[src/rtl/dm_access_unit_pkg.sv]
// dm_access_unit_pkg: op and state encodings plus store lane helpers for the data-memory access unit.
package dm_access_unit_pkg;
    localparam logic [2:0] OP_LW  = 3'd0;
    localparam logic [2:0] OP_LH  = 3'd1;
    localparam logic [2:0] OP_LHU = 3'd2;
    localparam logic [2:0] OP_LB  = 3'd3;
    localparam logic [2:0] OP_LBU = 3'd4;
    localparam logic [2:0] OP_SW  = 3'd5;
    localparam logic [2:0] OP_SH  = 3'd6;
    localparam logic [2:0] OP_SB  = 3'd7;

    localparam logic [3:0] BE_WORD = 4'b1111;
    localparam logic [3:0] BE_HI   = 4'b1100;
    localparam logic [3:0] BE_LO   = 4'b0011;

    typedef enum logic [1:0] {S_IDLE, S_STORE, S_LOAD_WAIT, S_DONE} state_e;

    function automatic logic is_store(input logic [2:0] op);
        return op >= OP_SW;
    endfunction

    function automatic logic misaligned(input logic [2:0] op, input logic [1:0] a);
        return (op == OP_LW || op == OP_SW) ? (a != 2'd0) :
               (op == OP_LH || op == OP_LHU || op == OP_SH) ? a[0] : 1'b0;
    endfunction

    function automatic logic [3:0] store_byteen(input logic [2:0] op, input logic [1:0] a);
        return op == OP_SW ? BE_WORD : op == OP_SH ? (a[1] ? BE_HI : BE_LO) : 4'b0001 << a;
    endfunction

    function automatic logic [31:0] store_lanes(input logic [2:0] op, input logic [31:0] w);
        return op == OP_SW ? w : op == OP_SH ? {2{w[15:0]}} : {4{w[7:0]}};
    endfunction
endpackage

[src/rtl/dm_load_ext.sv]
// dm_load_ext: selects the addressed byte/half of a memory word and sign- or zero-extends it.
module dm_load_ext
    import dm_access_unit_pkg::*;
(
    input  logic [2:0]  op,
    input  logic [1:0]  addr,
    input  logic [31:0] rdata,
    output logic [31:0] data
);
    logic [7:0]  b;
    logic [15:0] h;

    assign b = rdata[{addr, 3'b000} +: 8];
    assign h = addr[1] ? rdata[31:16] : rdata[15:0];
    assign data = op == OP_LB  ? {{24{b[7]}}, b} :
                  op == OP_LBU ? {24'd0, b} :
                  op == OP_LH  ? {{16{h[15]}}, h} :
                  op == OP_LHU ? {16'd0, h} : rdata;
endmodule

[src/rtl/dm_access_unit.sv]
// dm_access_unit: single-request load/store initiator for the data-memory port with error suppression.
module dm_access_unit
    import dm_access_unit_pkg::*;
#(
    parameter int          LOAD_LAT   = 1,
    parameter logic [31:0] ADDR_LIMIT = 32'h0000_3000
) (
    input  logic        clk,
    input  logic        reset,
    input  logic        req_valid,
    output logic        req_ready,
    input  logic [2:0]  req_op,
    input  logic [31:0] req_addr,
    input  logic [31:0] req_wdata,
    input  logic [31:0] req_pc,
    input  logic [4:0]  req_rd,
    output logic [31:0] m_data_addr,
    input  logic [31:0] m_data_rdata,
    output logic [31:0] m_data_wdata,
    output logic [3:0]  m_data_byteen,
    output logic [31:0] m_inst_addr,
    output logic        resp_valid,
    output logic [31:0] resp_rdata,
    output logic [4:0]  resp_rd,
    output logic        resp_we,
    output logic [31:0] resp_pc,
    output logic        resp_err
);
    state_e      state;
    logic [2:0]  op_q;
    logic [31:0] addr_q, wdata_q, pc_q, rdata_q, ext;
    logic [4:0]  rd_q;
    logic        err_q, req_err;
    logic [1:0]  cnt;

    assign req_err = misaligned(req_op, req_addr[1:0]) || req_addr >= ADDR_LIMIT;

    dm_load_ext u_ext (.op(op_q), .addr(addr_q[1:0]), .rdata(m_data_rdata), .data(ext));

    always_ff @(posedge clk or negedge reset) begin
        if (!reset) begin
            state   <= S_IDLE;
            op_q    <= 3'd0;
            addr_q  <= 32'd0;
            wdata_q <= 32'd0;
            pc_q    <= 32'd0;
            rd_q    <= 5'd0;
            rdata_q <= 32'd0;
            err_q   <= 1'b0;
            cnt     <= 2'd0;
        end else begin
            case (state)
                S_IDLE: if (req_valid) begin
                    op_q    <= req_op;
                    addr_q  <= req_addr;
                    wdata_q <= req_wdata;
                    pc_q    <= req_pc;
                    rd_q    <= req_rd;
                    err_q   <= req_err;
                    rdata_q <= 32'd0;
                    cnt     <= 2'(LOAD_LAT - 1);
                    state   <= req_err ? S_DONE : is_store(req_op) ? S_STORE : S_LOAD_WAIT;
                end
                S_STORE: state <= S_DONE;
                S_LOAD_WAIT: if (cnt == 2'd0) begin
                    rdata_q <= ext;
                    state   <= S_DONE;
                end else begin
                    cnt <= cnt - 2'd1;
                end
                S_DONE: state <= S_IDLE;
            endcase
        end
    end

    // Errors never reach S_STORE, so byteen needs no separate error gate.
    assign req_ready     = state == S_IDLE;
    assign m_data_addr   = addr_q;
    assign m_inst_addr   = pc_q;
    assign m_data_wdata  = store_lanes(op_q, wdata_q);
    assign m_data_byteen = state == S_STORE ? store_byteen(op_q, addr_q[1:0]) : 4'd0;
    assign resp_valid    = state == S_DONE;
    assign resp_we       = resp_valid && !is_store(op_q) && !err_q && rd_q != 5'd0;
    assign resp_rdata    = rdata_q;
    assign resp_rd       = rd_q;
    assign resp_pc       = pc_q;
    assign resp_err      = err_q;
endmodule

[config.mk]
export PLATFORM = sky130hd
export DESIGN_NAME = dm_access_unit
export DESIGN_NICKNAME = d
export VERILOG_FILES = /design/src/rtl/dm_access_unit_pkg.sv /design/src/rtl/dm_load_ext.sv /design/src/rtl/dm_access_unit.sv
export SDC_FILE = /design/constraint.sdc
export NUM_CORES = 1
export LEC_CHECK = 0
export ABC_AREA = 1
export CAP_MARGIN = 20
export CELL_PAD_IN_SITES_DETAIL_PLACEMENT = 1
export CELL_PAD_IN_SITES_GLOBAL_PLACEMENT = 2
export CORE_UTILIZATION = 23
export DETAILED_ROUTE_END_ITERATION = 10
export GPL_ROUTABILITY_DRIVEN = 0
export GPL_TIMING_DRIVEN = 0
export PLACE_DENSITY = 0.82
export SLEW_MARGIN = 25
export SYNTH_ARGS = -nofsm -noshare
export SYNTH_HDL_FRONTEND = slang
export SYNTH_HIERARCHICAL = 1
export SYNTH_SLANG_ARGS = --single-unit
[constraint.sdc]
create_clock -name clk -period 2 [get_ports clk]
set_input_delay 0.4 -clock clk [delete_from_list [all_inputs] [get_ports clk]]
set_output_delay 0.4 -clock clk [all_outputs]
set_load 0.005 [all_outputs]
==> metrics.md, run 1 <==
| Metric | Value |
|---|---|
| Status | `finished with violations` |
| Failing checks | `setup timing` |
| Count leader, synth | `nand2_1` |
| Fin cells | `1740` |
| Sequential fraction of the synthesis area | `0.479` |
| Fin area | `12000 µm²` |
| Count of final setup violators | `29` |
| Adder-cell share of the synthesized area | `0.00849` |
| Clock power frac | `0.182` |
| Net count after synthesis | `1113` |
| Synth area leader | `dfrtp_1` |
| Core area | `31600 µm²` |
| Number of global-route vias before repair | `8037` |
| Largest family of logic cells by synthesized area | `simple AND/OR/NAND/NOR gates` |
| Required @ worst endpoint | `1.60 ns` |
| Final WL | `29300 µm` |
| TritonCTS Sinks | `141` |
| Sw frac | `0.395` |
| Buffers on Ports | `311` |
| CTS Buf Count | `17` |
| Mapped Cells | `969` |
| Simple-gate share of the synthesized area | `0.270` |
| Hold_sp | `wdata_q[25]` |
| WP data arrival | `between 1.5 and 2 ns` |
| Startpoint Class | `register` |
| # IOs | `between 300 and 400` |
| Placed inst area | `11000 µm²` |
| DP HPWL | `22200 µm` |
| Largest net degree at the start of global routing | `84` |
| Initial antenna violation count | `2` |
| Die Span X | `181 µm` |
| Ratio of cells with drive above 1 in the final layout | `0.162` |
| Unrepaired setup endpoints after global routing | `yes` |
| Ys async rst share | `1.00` |
| Die Ht | `~180 µm` |
| Min Clock Period, post-route | `approximately 2.2 ns` |
| Post-synth EDFFs | `0` |
| Drt via density | `4.37` |
| Total number of yosys warnings | `6` |
| Compound-Gate Fraction of Synth Area | `0.109` |
| Fin util | `0.379` |
| Initial DRC count | `352` |
| Area contributors post-synth | `dfrtp_1 48%, nand2_1 20%, buf_4 5.4%, inv_1 3.8%, nand3_1 3.1%` |
| Crit path launch | `op_q[2]` |
| Setup ws final | `-0.220 ns` |
| DR WL/cell | `between 15 and 20 µm` |
| Net Sw Power | `7370 µW` |
| Total of max-cap violations | `0` |
| Multiplexer share of the synthesized area | `0.0107` |
| Hold slack | `roughly 0.48 ns` |
| Power per cell area | `1560 nW/µm²` |
| Row cnt | `65` |
| Fin crit share | `1.11` |
| Clock buffer depth | `2` |
| First-pass DRT Iterations | `6` |
| Reg clk slew, reported paths | `0.07 ns` |
| Drt drc | `0` |
| Total GRT Usage | `0.183` |
| Via count | `7604` |
| Fin. max-slew vios | `0` |
| Synth top area share | `0.479` |
| Hold crit path type | `register to register` |
| Post-synthesis cell area | `7370 µm²` |
| Seq pwr share | `0.272` |
| Worst R2R Start | `op_q[1]` |
| Clk Latency, worst-skew pair | `0.43 ns` |
| Pwr Total | `~19000 µW` |
| Post-route ant nets | `0` |
| Synth unique cells | `29` |
| Relative slew margins | `0.655` |
| P&R area growth vs syn | `62.4%` |
| Internal power | `11300 µW` |
| Peak Freq | `0.450 GHz` |
| Filler cell count | `3799` |
| Root Driver | `clkbuf_16` |
| GR Overflow Total | `0` |
| CTS tree | `built` |
| Number of synthesized register bits | `141` |
| Top cells by count, synth | `386 x nand2_1, 141 x dfrtp_1, 75 x inv_1` |
| Initial Utilization | `0.234` |
| Die ar. | `about 33000 µm²` |
| Crit Path Class | `register to output port` |
| First-pass GRT wire length | `between 40000 and 50000 µm` |
| Worst-path fanout max | `5` |
| Worst clock skew | `0.0132 ns` |
| Final Hold Vio Count | `0` |
| Htree depth | `4` |
| Synth Area in XOR/XNOR | `0` |
| Gate power share | `0.546` |
| Synth Area per Inst | `7.60 µm²` |
| Leakage power | `0.00575 µW` |
| Number of instances in the placed design | `1683` |
| Actual slew at the worst max-slew pin | `0.517 ns` |
| Worst VDD drop | `0.539 mV` |
| Critical path endpoint category | `output port` |
| Final Net Count | `between 1000 and 1500` |
| Prevailing post-synth register cell | `dfrtp_1` |
-- critical path: stages, from the launching register on --
cell and delay [ns]:
dfrtp_2 0.44, buf_6 0.14, nand2_4 0.13, buf_16 0.13
buf_4 0.11, nand3_4 0.07, a211oi_2 0.20, buf_2 0.16
-- metal layers --
| layer | part of all wire | vias to the layer above | GRT usage |
|---|---|---|---|
| met5 | 0.00044 | - | 0 |
| met4 | 0.023 | 2 | 0.0573 |
| met3 | 0.070 | 35 | 0.0510 |
| met2 | 0.48 | 234 | 0.310 |
| met1 | 0.43 | 3624 | 0.224 |
| li1 | - | 3709 | - |
-- logic make-up after synthesis --
family	Yosys count
mux	7
simple gates	498
flops	141
fa+ha+maj	5
buf+inv	171
compound gates	147
-- through the flow --
stage / setup slack [ns] / setup TNS [ns]
detailed placement: -0.456 / -27.21
floorplan: 0.382 / 0
CTS: -0.226 / -4.23
finish: -0.220 / -3.66
global placement: -5.81 / -839.01
global route: -0.283 / -5.66
-- worst paths after layout --
path,to,slack [ns],depth (start not counted)
max in group asynchronous,m_data_addr[0],0.69,3
hold / removal,wdata_q[25],0.48,2
setup reg to reg,resp_rdata[7],0.16,9
setup / recovery,resp_we,-0.22,7
min in group asynchronous,resp_rdata[20],0.50,2
hold reg to reg,wdata_q[25],0.48,2
-- area by class of cell --
cell class,instances,area (µm²),share of cell area
clock buffers,17,425,0.0355
plain buffers,90,657,0.0549
well taps,402,503,0.0420
repair buffers,336,3310,0.276
flip-flops and latches,141,3530,0.295
diodes,1,2.50,0.000209
multi-input cells,657,3030,0.254
inverters,81,314,0.0262
clock inverters,15,191,0.0160
-- state kept, by name, summed over array words and instances, names as in the netlist --
name         cells
m_data_addr     32
m_inst_addr     32
resp_rdata      32
wdata_q         32
resp_rd          5
op_q             3
cnt              2
state            2
resp_err         1
-- placed cells by master, fill, tap and decap left out, types with 3 or more instances in the layout --
master,synthesis,final
inv_2,4,5
clkdlybuf4s15_2,0,7
nand2_1,386,380
inv_6,0,5
o21ai_2,10,13
buf_2,19,32
dfrtp_1,141,137
clkbuf_16,0,18
nor3_1,9,9
inv_8,1,5
clkdlybuf4s50_1,0,279
buf_12,1,3
nand2_4,3,6
a21oi_2,1,3
o21ai_1,35,44
ha_1,5,4
clkbuf_1,15,13
inv_1,75,74
nand2_2,2,5
o211ai_1,9,9
clkinv_8,0,4
a21oi_1,45,42
nor2_1,49,47
buf_6,2,14
dfrtp_2,0,4
mux2_2,7,7
nand3_1,46,45
buf_4,53,68
o21ai_0,45,33
-- power by group through the flow --
stage               clock [µW]  combinational (µW)  sequential, µW
finish                    3400               10200            5070
global placement             0                9700            5110
detailed placement           0                9890            5130
CTS                       3520               10300            5090
floorplan                    0                4730            4940
global route              3610               11300            5270
-- timing repair --
action | 4_1_cts | 5_1_grt
cloned | 4 | 0
resized for setup | 165 | 21
endpoints found under the hold margin | 58 | 0
pin swaps | 14 | 6
setup endpoints to repair | 156 | 69
buffers inserted | 13 | 6
hold buffers | 1 | 0
No activity file was read; power rests on OpenSTA's default activity.
==> run 2, diff against run 1 <==
--- a/config.mk
+++ b/config.mk
@@ -13,8 +13,8 @@
 export DETAILED_ROUTE_END_ITERATION = 10
 export GPL_ROUTABILITY_DRIVEN = 0
 export GPL_TIMING_DRIVEN = 0
-export PLACE_DENSITY = 0.82
-export SLEW_MARGIN = 25
+export PLACE_DENSITY_LB_ADDON = 0.1
+export SLEW_MARGIN = 20
 export SYNTH_ARGS = -nofsm -noshare
 export SYNTH_HDL_FRONTEND = slang
 export SYNTH_HIERARCHICAL = 1
==> run 2 against run 1 <==
Net effect: the run still ends with setup timing left; sequential power down 0.8%; count of clock-buffer cells in the layout grew 1; cell count rose by 0.40%; highest routed layer is now met4; first-iteration DRC count fell by 36%; hold slack got worse by 0.0028 ns; via count shrank 0.70%; sequential cell count stayed put; critical path depth rose by 2; non-clock buffer count increased by 7.
==> metrics.md, run 2 (same netlist as run 1, synthesis figures left out) <==
| Metric | Value |
|---|---|
| P&R area growth vs syn | `62.3%` |
| Htree depth | `4` |
| Ratio of cells with drive above 1 in the final layout | `0.171` |
| Number of global-route vias before repair | `7986` |
| Unrepaired setup endpoints after global routing | `yes` |
| Clk Latency, worst-skew pair | `around 0.43 ns` |
| Startpoint Class | `register` |
| Min Clock Period, post-route | `2.23 ns` |
| Setup TNS | `-4.17 ns` |
| Actual slew at the worst max-slew pin | `0.641 ns` |
| Root Driver | `clkbuf_16` |
| Buffers on Ports | `between 300 and 400` |
| Power per cell area | `1550 nW/µm²` |
| Reg clk slew, reported paths | `about 0.07 ns` |
| Leakage power | `between 0.005 and 0.006 µW` |
| Drt drc | `0` |
| Hold crit path type | `register to register` |
| Worst-path fanout max | `4` |
| Crit Path Class | `register to output port` |
| Total GRT Usage | `0.183` |
| Final Net Count | `around 1500` |
| Via count | `7551` |
| Setup ws final | `-0.230 ns` |
| Peak Freq | `roughly 0.45 GHz` |
| Die Span X | `~180 µm` |
| CTS tree | `built` |
| # IOs | `312` |
| Die ar. | `32800 µm²` |
| Initial DRC count | `224` |
| Failing checks | `setup timing` |
| Worst VDD drop | `0.629 mV` |
| DP HPWL | `21600 µm` |
| Largest net degree at the start of global routing | `80` |
| Initial Utilization | `0.234` |
| Critical path endpoint category | `output port` |
| Die Ht | `181 µm` |
| Clock buffer depth | `2` |
| Drt via density | `between 4 and 5` |
| Final Hold Vio Count | `0` |
| CTS Buf Count | `17` |
| First-pass DRT Iterations | `4` |
| Required @ worst endpoint | `1.60 ns` |
| Initial antenna violation count | `0` |
| Commonest non-fill, non-tap cell in the layout | `nand2_1` |
| Total of max-cap violations | `0` |
| TritonCTS Sinks | `~140` |
| Most frequent cells in the layout | `374 x nand2_1, 279 x clkdlybuf4s50_1, 138 x dfrtp_1` |
| Count of final setup violators | `28` |
| Final WL | `29300 µm` |
| Relative slew margins | `0.573` |
| Fin. max-slew vios | `0` |
| WP data arrival | `approximately 1.8 ns` |
| Post-route ant nets | `0` |
| Hold slack | `0.480 ns` |
| Row cnt | `65` |
| GR Overflow Total | `0` |
| First-pass GRT wire length | `45700 µm` |
| Worst clock skew | `0.00601 ns` |
| Status | `finished with violations` |
| Core area | `31600 µm²` |
| Fin crit share | `1.11` |
| DR WL/cell | `16.7 µm` |
| Fin util | `0.379` |
==> run 2: worst paths after layout <==
| kind | from | to | slack (ns) | cells past startpoint |
|---|---|---|---|---|
| worst min register to register | wdata_q[22] | wdata_q[22] | 0.48 | 2 |
| min in group asynchronous | reset | m_inst_addr[30] | 0.55 | 2 |
| max in group asynchronous | reset | m_inst_addr[12] | 0.64 | 3 |
| worst min-delay path | wdata_q[22] | wdata_q[22] | 0.48 | 2 |
| worst max register to register | op_q[1] | resp_rdata[23] | 0.13 | 10 |
| worst max-delay path | op_q[1] | m_data_wdata[9] | -0.23 | 9 |
==> run 2: power breakdown <==
group | internal, µW | total, µW | leakage [µW] | switching (µW)
logic | 5400 | 10300 | 0.00371 | 4900
registers | 4120 | 5030 | 0.00177 | 912
clock network | 1770 | 3160 | 0.000275 | 1400
total | 11300 | 18500 | 0.00576 | 7210
==> run 2: worst max-delay path: stages, from the launching register on <==
cell,delay [ns]
dfrtp_2,0.43
nand2_2,0.09
nor2_4,0.18
buf_6,0.14
buf_6,0.09
nand2_2,0.03
o211ai_1,0.08
buf_4,0.16
o21ai_1,0.06
buf_2,0.13
==> run 2: timing repair <==
item	CTS	global route
pin swaps	13	11
setup buffers	19	8
hold buffers	1	0
endpoints found under the setup margin	154	59
endpoints found under the hold margin	78	0
gates resized for setup	192	27
gates cloned	4	0
==> run 2: layout make-up <==
type | count | area (µm²)
fill | 3842 | 19600
buffer | 89 | 642
timing repair buffer | 344 | 3340
clock inverter | 14 | 133
multi-input combinational | 657 | 3050
inverter | 81 | 314
sequential | 141 | 3530
tap | 402 | 503
antenna | 1 | 2.50
clock buffer | 18 | 439
==> run 2: layer usage <==
layer	track usage	part of all wire
met1	0.226	0.43
met2	0.304	0.48
met3	0.0609	0.075
met4	0.0488	0.011
met5	0	0
==> run 2: metrics by stage <==
| step | setup WS, ns | power (µW) | cells | area, µm² |
|---|---|---|---|---|
| after floorplan | 0.382 | 9670 | 969 | 7370 |
| after global placement | -5.96 | 14900 | 1682 | 11000 |
| after detailed placement | -0.498 | 15100 | 1683 | 11000 |
| after CTS | -0.274 | 18600 | 1739 | 11800 |
| after global routing | -0.313 | 20000 | 1746 | 12000 |
| final | -0.230 | 18500 | 1747 | 12000 |
